<file path="src/rtl/vec_op_sequencer_if.sv">
// Bundles every signal between the operation sequencer and its
// surroundings: decoder opcode/done, UART RX/TX, the two vector BRAMs
// and the element ALU / distance accumulator.
interface vec_op_sequencer_if #(
    parameter int AW         = 10,
    parameter int ELEM_BYTES = 2,
    parameter int RES_W      = 24
);
    logic [7:0]              op;
    logic                    op_finished;
    logic [7:0]              rx_data;
    logic                    rx_valid;
    logic [7:0]              tx_data;
    logic                    tx_start;
    logic                    tx_busy;
    logic [AW-1:0]           mem_addr;
    logic [7:0]              mem_wdata;
    logic                    mem_we_a;
    logic                    mem_we_b;
    logic [7:0]              mem_rdata_a;
    logic [7:0]              mem_rdata_b;
    logic [8*ELEM_BYTES-1:0] elem_result;
    logic                    acc_clr;
    logic                    acc_en;
    logic                    acc_done;
    logic [RES_W-1:0]        acc_result;

    // Sequencer side.
    modport master (
        input  op, rx_data, rx_valid, tx_busy, mem_rdata_a, mem_rdata_b,
               elem_result, acc_done, acc_result,
        output op_finished, tx_data, tx_start, mem_addr, mem_wdata,
               mem_we_a, mem_we_b, acc_clr, acc_en
    );

    // Environment side: decoder, UART, BRAMs, ALU and accumulator.
    modport slave (
        output op, rx_data, rx_valid, tx_busy, mem_rdata_a, mem_rdata_b,
               elem_result, acc_done, acc_result,
        input  op_finished, tx_data, tx_start, mem_addr, mem_wdata,
               mem_we_a, mem_we_b, acc_clr, acc_en
    );
endinterface

</file>
<file path="src/rtl/vec_op_sequencer.sv">
// Vector operation sequencer: runs one decoder opcode to completion by
// stepping BRAM addresses, moving UART bytes in/out and strobing the
// distance accumulator, then pulses op_finished for one cycle.
module vec_op_sequencer #(
    parameter int N          = 1024,
    parameter int AW         = $clog2(N),
    parameter int ELEM_BYTES = 2,
    parameter int RES_W      = 24,
    parameter int RES_BYTES  = 3
) (
    input  logic              clk,
    input  logic              rst_n,
    vec_op_sequencer_if.master bus
);
    localparam int ELEM_W    = 8 * ELEM_BYTES;
    localparam int BUF_BYTES = (ELEM_BYTES > RES_BYTES) ? ELEM_BYTES : RES_BYTES;
    localparam int BUF_W     = 8 * BUF_BYTES;
    localparam int CW        = $clog2(BUF_BYTES + 1);
    // Left-justification shifts so the first byte to send sits at the top.
    localparam int SH_BYTE   = BUF_W - 8;
    localparam int SH_ELEM   = BUF_W - ELEM_W;
    localparam int SH_RES    = BUF_W - 8 * RES_BYTES;

    localparam logic [AW-1:0] LAST_IDX = AW'(N - 1);
    localparam logic [AW-1:0] IDX_ONE  = AW'(1);
    localparam logic [CW-1:0] CNT_ONE  = CW'(1);

    localparam logic [7:0] OP_NONE = 8'd0;
    localparam logic [7:0] OP_WRA  = 8'd97;
    localparam logic [7:0] OP_WRB  = 8'd98;
    localparam logic [7:0] OP_RDA  = 8'd99;
    localparam logic [7:0] OP_RDB  = 8'd100;
    localparam logic [7:0] OP_SUM  = 8'd101;
    localparam logic [7:0] OP_AVG  = 8'd102;
    localparam logic [7:0] OP_MAN  = 8'd103;
    localparam logic [7:0] OP_EUC  = 8'd104;

    typedef enum logic [3:0] {
        IDLE,
        WR_WAIT,
        RD_ADDR,
        RD_LAT,
        RD_DATA,
        TX_SEND,
        TX_HOLD,
        TX_WAIT,
        ACC_WAIT,
        DONE
    } state_t;

    state_t           state_r;
    logic [AW-1:0]    idx_r;
    logic             armed_r;
    logic [7:0]       op_r;
    logic [BUF_W-1:0] txbuf_r;
    logic [CW-1:0]    txcnt_r;
    logic             is_dist_s;

    // Distance opcodes send one result at the end instead of per-element data.
    assign is_dist_s = (op_r == OP_MAN) || (op_r == OP_EUC);

    // Sequencer FSM: state, element index, TX shifter and every registered output.
    always_ff @(posedge clk or negedge rst_n) begin
        if (!rst_n) begin
            state_r         <= IDLE;
            idx_r           <= {AW{1'b0}};
            armed_r         <= 1'b0;
            op_r            <= 8'd0;
            txbuf_r         <= {BUF_W{1'b0}};
            txcnt_r         <= {CW{1'b0}};
            bus.op_finished <= 1'b0;
            bus.tx_data     <= 8'd0;
            bus.tx_start    <= 1'b0;
            bus.mem_addr    <= {AW{1'b0}};
            bus.mem_wdata   <= 8'd0;
            bus.mem_we_a    <= 1'b0;
            bus.mem_we_b    <= 1'b0;
            bus.acc_clr     <= 1'b0;
            bus.acc_en      <= 1'b0;
        end else begin
            // Strobes and data outputs idle at zero; mem_addr holds.
            bus.op_finished <= 1'b0;
            bus.tx_data     <= 8'd0;
            bus.tx_start    <= 1'b0;
            bus.mem_wdata   <= 8'd0;
            bus.mem_we_a    <= 1'b0;
            bus.mem_we_b    <= 1'b0;
            bus.acc_clr     <= 1'b0;
            bus.acc_en      <= 1'b0;

            // Re-arm only once the decoder has dropped back to idle opcode.
            if (bus.op == OP_NONE) begin
                armed_r <= 1'b1;
            end

            case (state_r)
                IDLE: begin
                    if (armed_r) begin
                        case (bus.op)
                            OP_WRA, OP_WRB: begin
                                op_r    <= bus.op;
                                idx_r   <= {AW{1'b0}};
                                armed_r <= 1'b0;
                                state_r <= WR_WAIT;
                            end
                            OP_RDA, OP_RDB, OP_SUM, OP_AVG: begin
                                op_r    <= bus.op;
                                idx_r   <= {AW{1'b0}};
                                armed_r <= 1'b0;
                                state_r <= RD_ADDR;
                            end
                            OP_MAN, OP_EUC: begin
                                op_r        <= bus.op;
                                idx_r       <= {AW{1'b0}};
                                armed_r     <= 1'b0;
                                bus.acc_clr <= 1'b1;
                                state_r     <= RD_ADDR;
                            end
                            default: begin
                                state_r <= IDLE;
                            end
                        endcase
                    end
                end

                WR_WAIT: begin
                    if (bus.rx_valid) begin
                        bus.mem_addr  <= idx_r;
                        bus.mem_wdata <= bus.rx_data;
                        bus.mem_we_a  <= (op_r == OP_WRA);
                        bus.mem_we_b  <= (op_r == OP_WRB);
                        if (idx_r == LAST_IDX) begin
                            state_r <= DONE;
                        end else begin
                            idx_r <= idx_r + IDX_ONE;
                        end
                    end
                end

                RD_ADDR: begin
                    bus.mem_addr <= idx_r;
                    state_r      <= RD_LAT;
                end

                RD_LAT: begin
                    state_r <= RD_DATA;
                end

                RD_DATA: begin
                    case (op_r)
                        OP_RDA: begin
                            txbuf_r <= BUF_W'(bus.mem_rdata_a) << SH_BYTE;
                            txcnt_r <= CNT_ONE;
                            state_r <= TX_SEND;
                        end
                        OP_RDB: begin
                            txbuf_r <= BUF_W'(bus.mem_rdata_b) << SH_BYTE;
                            txcnt_r <= CNT_ONE;
                            state_r <= TX_SEND;
                        end
                        OP_SUM, OP_AVG: begin
                            txbuf_r <= BUF_W'(bus.elem_result) << SH_ELEM;
                            txcnt_r <= CW'(ELEM_BYTES);
                            state_r <= TX_SEND;
                        end
                        default: begin
                            // Distance: accumulate this pair, then next element.
                            bus.acc_en <= 1'b1;
                            if (idx_r == LAST_IDX) begin
                                state_r <= ACC_WAIT;
                            end else begin
                                idx_r   <= idx_r + IDX_ONE;
                                state_r <= RD_ADDR;
                            end
                        end
                    endcase
                end

                TX_SEND: begin
                    if (!bus.tx_busy) begin
                        bus.tx_start <= 1'b1;
                        bus.tx_data  <= txbuf_r[BUF_W-1 -: 8];
                        state_r      <= TX_HOLD;
                    end
                end

                TX_HOLD: begin
                    // UART needs a cycle to raise busy after tx_start.
                    state_r <= TX_WAIT;
                end

                TX_WAIT: begin
                    if (!bus.tx_busy) begin
                        txbuf_r <= txbuf_r << 8;
                        if (txcnt_r == CNT_ONE) begin
                            if (is_dist_s || (idx_r == LAST_IDX)) begin
                                state_r <= DONE;
                            end else begin
                                idx_r   <= idx_r + IDX_ONE;
                                state_r <= RD_ADDR;
                            end
                        end else begin
                            txcnt_r <= txcnt_r - CNT_ONE;
                            state_r <= TX_SEND;
                        end
                    end
                end

                ACC_WAIT: begin
                    if (bus.acc_done) begin
                        txbuf_r <= BUF_W'(bus.acc_result) << SH_RES;
                        txcnt_r <= CW'(RES_BYTES);
                        state_r <= TX_SEND;
                    end
                end

                DONE: begin
                    bus.op_finished <= 1'b1;
                    state_r         <= IDLE;
                end

                default: begin
                    state_r <= IDLE;
                end
            endcase
        end
    end
endmodule

</file>
<file path="src/flat_wrapper.sv">
// flat-port wrapper written by rule: the top's interface ports become plain ports
module vec_op_sequencer_flat 
#(
    parameter int N          = 1024,
    parameter int AW         = $clog2(N),
    parameter int ELEM_BYTES = 2,
    parameter int RES_W      = 24,
    parameter int RES_BYTES  = 3
)
  (clk, rst_n, bus_op, bus_rx_data, bus_rx_valid, bus_tx_busy, bus_mem_rdata_a, bus_mem_rdata_b, bus_elem_result, bus_acc_done, bus_acc_result, bus_op_finished, bus_tx_data, bus_tx_start, bus_mem_addr, bus_mem_wdata, bus_mem_we_a, bus_mem_we_b, bus_acc_clr, bus_acc_en);
  vec_op_sequencer_if #(.AW(AW), .ELEM_BYTES(ELEM_BYTES), .RES_W(RES_W)) bus_i ();
  input  logic clk;
  input  logic rst_n;
  input wire logic [$bits(bus_i.op)-1:0] bus_op;
  input wire logic [$bits(bus_i.rx_data)-1:0] bus_rx_data;
  input wire logic [$bits(bus_i.rx_valid)-1:0] bus_rx_valid;
  input wire logic [$bits(bus_i.tx_busy)-1:0] bus_tx_busy;
  input wire logic [$bits(bus_i.mem_rdata_a)-1:0] bus_mem_rdata_a;
  input wire logic [$bits(bus_i.mem_rdata_b)-1:0] bus_mem_rdata_b;
  input wire logic [$bits(bus_i.elem_result)-1:0] bus_elem_result;
  input wire logic [$bits(bus_i.acc_done)-1:0] bus_acc_done;
  input wire logic [$bits(bus_i.acc_result)-1:0] bus_acc_result;
  output wire logic [$bits(bus_i.op_finished)-1:0] bus_op_finished;
  output wire logic [$bits(bus_i.tx_data)-1:0] bus_tx_data;
  output wire logic [$bits(bus_i.tx_start)-1:0] bus_tx_start;
  output wire logic [$bits(bus_i.mem_addr)-1:0] bus_mem_addr;
  output wire logic [$bits(bus_i.mem_wdata)-1:0] bus_mem_wdata;
  output wire logic [$bits(bus_i.mem_we_a)-1:0] bus_mem_we_a;
  output wire logic [$bits(bus_i.mem_we_b)-1:0] bus_mem_we_b;
  output wire logic [$bits(bus_i.acc_clr)-1:0] bus_acc_clr;
  output wire logic [$bits(bus_i.acc_en)-1:0] bus_acc_en;
  assign bus_i.op = bus_op;
  assign bus_i.rx_data = bus_rx_data;
  assign bus_i.rx_valid = bus_rx_valid;
  assign bus_i.tx_busy = bus_tx_busy;
  assign bus_i.mem_rdata_a = bus_mem_rdata_a;
  assign bus_i.mem_rdata_b = bus_mem_rdata_b;
  assign bus_i.elem_result = bus_elem_result;
  assign bus_i.acc_done = bus_acc_done;
  assign bus_i.acc_result = bus_acc_result;
  assign bus_op_finished = bus_i.op_finished;
  assign bus_tx_data = bus_i.tx_data;
  assign bus_tx_start = bus_i.tx_start;
  assign bus_mem_addr = bus_i.mem_addr;
  assign bus_mem_wdata = bus_i.mem_wdata;
  assign bus_mem_we_a = bus_i.mem_we_a;
  assign bus_mem_we_b = bus_i.mem_we_b;
  assign bus_acc_clr = bus_i.acc_clr;
  assign bus_acc_en = bus_i.acc_en;
  vec_op_sequencer #(.N(N), .AW(AW), .ELEM_BYTES(ELEM_BYTES), .RES_W(RES_W), .RES_BYTES(RES_BYTES)) u_core (.clk(clk), .rst_n(rst_n), .bus(bus_i));
endmodule
</file>
<file path="config.mk">
export PLATFORM = sky130hd
export DESIGN_NAME = vec_op_sequencer_flat
export DESIGN_NICKNAME = d
export VERILOG_FILES = /design/src/rtl/vec_op_sequencer_if.sv /design/src/rtl/vec_op_sequencer.sv /design/src/flat_wrapper.sv
export SDC_FILE = /design/constraint.sdc
export NUM_CORES = 1
export LEC_CHECK = 0
export CAP_MARGIN = 20
export CORE_MARGIN = 3
export CORE_UTILIZATION = 49
export DETAILED_ROUTE_END_ITERATION = 10
export PLACE_DENSITY = 0.8
export SYNTH_ARGS = -nofsm -noshare
export SYNTH_HDL_FRONTEND = slang
export SYNTH_SLANG_ARGS = --single-unit
</file>
<file path="constraint.sdc">
create_clock -name clk -period 2.5 [get_ports clk]
set_clock_uncertainty 0.1 [all_clocks]
set_input_delay 0.25 -clock clk [delete_from_list [all_inputs] [get_ports clk]]
set_output_delay 0.25 -clock clk [all_outputs]
set_load 0.01 [all_outputs]
</file>
Yosys cells after proc, flatten, opt, wreduce, memory -nomap -nowiden. Cells that the tools add are included.

Bits in registers: 81. Latch bits: 0. Memory bits (writable): 0. Bits in read-only memories: 0. Input bits: 77. Memories: 0.

Add/sub/neg operators: 2. Multipliers: 0. Div/mod/pow operators: 0. $lt $le $gt $ge: 0. Eq/ne operators: 40. Shifts and indexed selects: 0. Mux-type cells: 52. Bitwise gates (word level): 0. Reductions and logical operators: 20.

Operators with widths (count): 24-bit case mux with 3 select lines (2); 8-bit by 7-bit == test with 1-bit output (second input constant) (16); 10-bit 2-to-1 mux (9); 24-bit 2-to-1 mux (2); 4-bit 2-to-1 mux (10); 10-bit case mux with 4 select lines (1); 4-bit case mux with 9 select lines (1); 8-bit 2-to-1 mux (4); 10-bit case mux with 2 select lines (1); 4-bit by 3-bit == test with 1-bit output (second input constant) (4); 1-bit 2-to-1 mux (16); 2-bit inequality test (second input constant) (8); 10-bit by 1-bit adder with 10-bit output (second input constant) (1); 10-bit == test (second input constant) (1); 4-bit by 2-bit == test with 1-bit output (second input constant) (2); 4-bit == test (second input constant) (2); 8-bit zero test (1); 2-bit case mux with 2 select lines (2); 8-bit AND reduction (1); 2-bit OR reduction (4); 8-bit OR reduction (1); 2-bit 2-to-1 mux (3); 2-bit by 1-bit inequality test with 1-bit output (second input constant) (3); 2-bit case mux with 3 select lines (1); other kinds (17) (18).

Longest topological paths before layout.
Depth after elaboration: 7. Depth in mapped cells: 9.

Worst setup path before layout. No wires, ideal clock.

Path kind: reg-to-reg. Start: register u_core.state_r[0]. End: register u_core.idx_r[0]. Setup time: 125 ps. Data arrival time: 1774 ps. Required time: 2275 ps. Slack: 501 ps. Stages on the path, launching flop included: 8. Buffers on the path: 2. Period minus slack after synthesis: 1999 ps. Cells stage by stage: dfrtp_1 > buf_6 > or4_4 > a21oi_2 > a21oi_1 > and4_4 > buf_6 > mux2_2.

Cells in the longest elaborated chain, start to end: 3.

Ends and longest elaborated chain: start: declaration (RTL line vec_op_sequencer.sv:51) `state_t state_r;`; start signal: assignment (RTL line vec_op_sequencer.sv:65) `state_r <= IDLE;`; start signal: assignment (RTL line vec_op_sequencer.sv:104) `state_r <= WR_WAIT;`; start signal: assignment (RTL line vec_op_sequencer.sv:110) `state_r <= RD_ADDR;`; 4-bit by 3-bit == test with 1-bit output (tied with other cells) (RTL line vec_op_sequencer.sv:96) `case (state_r)`; 2-bit by 1-bit inequality test with 1-bit output (no source line) (tied with other cells); 8-bit AND reduction (no source line); end signal: assignment (RTL line vec_op_sequencer.sv:102) `idx_r <= {AW{1'b0}};`; end signal: assignment (RTL line vec_op_sequencer.sv:108) `idx_r <= {AW{1'b0}};`; end signal: assignment (RTL line vec_op_sequencer.sv:114) `idx_r <= {AW{1'b0}};`; end: declaration (RTL line vec_op_sequencer.sv:52) `logic [AW-1:0] idx_r;`.

Parallel ways exist; a longest one is shown, timed or not. A chain may end at the register's enable or synchronous reset.

Worst setup path in the final report.
Start: register u_core.op_r[7]. End: register u_core.txbuf_r[21].

Cells in the longest elaborated chain, start to end: 4.

Ends and longest elaborated chain: start: declaration (RTL line vec_op_sequencer.sv:54) `logic [7:0] op_r;`; start signal: assignment (RTL line vec_op_sequencer.sv:101) `op_r <= bus.op;`; start signal: assignment (RTL line vec_op_sequencer.sv:107) `op_r <= bus.op;`; start signal: assignment (RTL line vec_op_sequencer.sv:113) `op_r <= bus.op;`; 8-bit by 7-bit == test with 1-bit output (RTL line vec_op_sequencer.sv:150) `case (op_r)`; 2-bit OR reduction (RTL line vec_op_sequencer.sv:150); 24-bit case mux with 3 select lines or 4-bit by 1-bit inequality test with 1-bit output (tied branches); 24-bit case mux with 3 select lines or 4-bit AND reduction (tied branches); end signal: assignment (RTL line vec_op_sequencer.sv:152) `txbuf_r <= BUF_W'(bus.mem_rdata_a) << SH_BYTE;`; end signal: assignment (RTL line vec_op_sequencer.sv:157) `txbuf_r <= BUF_W'(bus.mem_rdata_b) << SH_BYTE;`; end signal: assignment (RTL line vec_op_sequencer.sv:162) `txbuf_r <= BUF_W'(bus.elem_result) << SH_ELEM;`; end: declaration (RTL line vec_op_sequencer.sv:55) `logic [BUF_W-1:0] txbuf_r;`.

Parallel ways exist; a longest one is shown, timed or not. The select of a mux whose other input is x is not followed.

==> impl_metrics.ini <==
[run_status]
outcome = finished clean

[setup_path]
critPathRequiredTime_ns = 2.64
criticalPathCategory = reg -> reg
crit_path_start_kind = flip-flop
r2r_slack_ns = 0.21
worstSetupEndpointType = flip-flop
crit_arrival_ns = 2.43
rr_endpoint = u_core.txbuf_r[21]
worstPathMaxFanout = 16
reg2reg_depth = 6
timing.rr.start = u_core.op_r[7]

[cells_and_area]
areaGrowthSynthToFinish_pct = 33.49
final_cell_mix = clkdlybuf4s50_1, dfrtp_1, nand2_1, o21ai_0, nor2_1
fin_nets = 630
utilization = 0.6805
n_antenna_cell = 0
layout-drive-gt1-share = 0.1367
final_common_cell = clkdlybuf4s50_1

[sta]
whs_ns = 0.3125
hold_violations = 0
fmax_mhz = 436.5
worst_pin_slew_ns = 0.5704
fin_ws_ns = 0.2088
setup_viol = 0
tns_ns = 0
post-route-min-period_ns = 2.291
rsz0062_at_grt = no
fin_crit_sh = 0.9165
relSlewSlack = 0.6183
final_max_slew_viol_count = 0

[routing]
vias = 3760
routedWlPerCell_um = 16.05
vias_per_cell = 5.688
drtIter0Drc = 216
drt_first_pass_iters = 6
wl_um = 10610
drc = 0
drtAntennaViolNets = 0

[grt]
grt_pass1_wl_um = 17910
antenna_found_initial = 0
groute.usage.overall = 0.2251
grt_pass1_vias = 3737
grt-ovfl-total = 0
grt_max_degree = 82

[placed_design]
hpwlAfterDp_um = 7752
dp_slack_ns = 0.08698
gp_congestion = 0.8631
port_buffers = 108

[die]
start_util = 0.5098
num_io_pins = 109
die_y_um = 99.15
num_rows = 33
core-area_um2 = 8341
dieArea_um2 = 9831
die_w_um = 99.15

[power_and_ir_drop]
clkPwrFrac = 0.210
power_switching_mw = 1.597
internal-power_mw = 2.727
design_power_total_mw = 4.324
switching_share = 0.3693
seqPwrFrac = 0.414
ir_drop_mv = 0.2999
p_per_area_nw_per_um2 = 761.9
pwr-share-comb = 0.376
p_leak_nw = 2.395

[cts]
cts_buffers = 9
cts_root_buf = clkbuf_8
path_clk_slew_ns = 0.09
clkLatencyLatePin_ns = 0.37
h-tree-depth = 3
clock_sinks = 81
clock_path_buffers = 2
cts_tree = yes

[yosys]
synth_seq_cells = 81
synthesis.nets = 518
synth_top_area_share = 0.4768
yosysWarningCount = 0
ys_types = 65
syn_area_um2 = 4252
synth_cells = 439
ys.flop_type = dfrtp_1
synth.avg_cell_area_um2 = 9.685
yosys.area.top_type = dfrtp_1
ys_async_sr_fraction = 1.000
synth_edf_count = 0
ys_top_cells_by_area = dfrtp_1, o21ai_0, nand2_1
ys_seq_area_frac = 0.4768

[run]
drv_cap = 0

[min_path]
worstHoldPathType = in -> async
==> per-layer routing <==
layer | global-route usage | up-vias | share of wire
met3 | 0.04137 | 13 | 0.068
li1 | - | 1826 | -
met2 | 0.3600 | 133 | 0.48
met4 | 0.07878 | 0 | 0.015
met1 | 0.3090 | 1788 | 0.44
met5 | 0 | - | 0
==> cell families (layout without fill, tap and decap cells) <==
kind of cell             after synthesis  after routing  share of synthesized area
buffers and inverters                 35            152                    0.04414
AO/OA/AOI/OAI                        119            119                     0.1951
adder cells (fa/ha/maj)                2              2                   0.005885
flip-flops                            81             81                     0.4768
multiplexers                          15             15                    0.03973
XOR/XNOR                               3              3                   0.006181
AND/OR/NAND/NOR                      184            184                     0.2322
==> per-stage QoR <==
| step | instance area, um^2 | std cells |
|---|---|---|
| 5_1_grt | 5675 | 661 |
| 4_1_cts | 5658 | 659 |
| 2_1_floorplan | 4252 | 439 |
| 6_report | 5675 | 661 |
| 3_5_place_dp | 5464 | 642 |
| 3_3_place_gp | 5464 | 642 |
==> registers in the layout (all words and copies together), names as in the netlist <==
| name | flops |
|---|---|
| u_core.armed_r | 1 |
| u_core.bus.acc_clr | 1 |
| u_core.bus.acc_en | 1 |
| u_core.bus.mem_addr | 10 |
| u_core.bus.mem_wdata | 8 |
| u_core.bus.mem_we_a | 1 |
| u_core.bus.mem_we_b | 1 |
| u_core.bus.op_finished | 1 |
| u_core.bus.tx_data | 8 |
| u_core.bus.tx_start | 1 |
| u_core.idx_r | 10 |
| u_core.op_r | 8 |
| u_core.state_r | 4 |
| u_core.txbuf_r | 24 |
| u_core.txcnt_r | 2 |
==> cells in the mapped netlist, types with 4 or more instances <==
library cell,count
dfrtp_1,81
nand2_1,49
o21ai_0,41
nor2_1,28
nor2b_1,24
nor3_1,23
and2_1,17
a222oi_1,16
a21oi_1,15
mux2_2,15
buf_2,12
clkbuf_1,10
nand3_1,9
a2111oi_0,6
a31oi_1,6
nand4_1,6
buf_6,5
o21ai_1,5
inv_1,4
o22ai_1,4
==> how the worst max path moves through the flow <==
stage	startpoint	slack, ns	cells past startpoint	to
6_report	u_core.op_r[7]	0.21	6	u_core.txbuf_r[21]
5_1_grt	u_core.op_r[2]	0.02	6	u_core.txbuf_r[16]
4_1_cts	u_core.state_r[1]	0.14	6	u_core.idx_r[4]
3_5_place_dp	bus_op[1]	0.09	7	u_core.idx_r[4]
3_3_place_gp	bus_rx_valid	0.17	7	u_core.idx_r[3]
2_1_floorplan	u_core.state_r[0]	0.50	7	u_core.idx_r[0]
==> worst max-delay path, cell delays in order (launching register included) <==
cell and delay [ns]:
dfrtp_1 0.38, nand4bb_1 0.23, nand2b_4 0.26, a2111oi_0 0.48, nor3_1 0.08, a222oi_1 0.48, o21ai_0 0.15
==> area by class of cell <==
type / instances / area, um^2
clock buffer: 9 / 123.9
clock inverter: 7 / 60.06
fill: 666 / 2665
inverter: 4 / 15.01
multi-input combinational: 323 / 2044
sequential: 81 / 2027
tap: 105 / 131.4
timing repair buffer: 132 / 1274
==> what timing repair did <==
| action | in CTS | in global routing |
|---|---|---|
| endpoints found under the hold margin | 81 | 0 |
| buffers inserted | 0 | 2 |
| setup endpoints to repair | 0 | 11 |
| hold buffers | 1 | 0 |
| gates resized for setup | 0 | 1 |
==> power groups by stage <==
stage | Combinational [mW] | Clock, mW | Sequential (mW)
finish | 1.63 | 0.907 | 1.79
global route | 1.82 | 0.988 | 1.83
CTS | 1.60 | 0.924 | 1.78
detailed placement | 1.59 | 0 | 1.81
global placement | 1.55 | 0 | 1.79
floorplan | 1.07 | 0 | 1.76
Power figures use the tool's default switching activity.
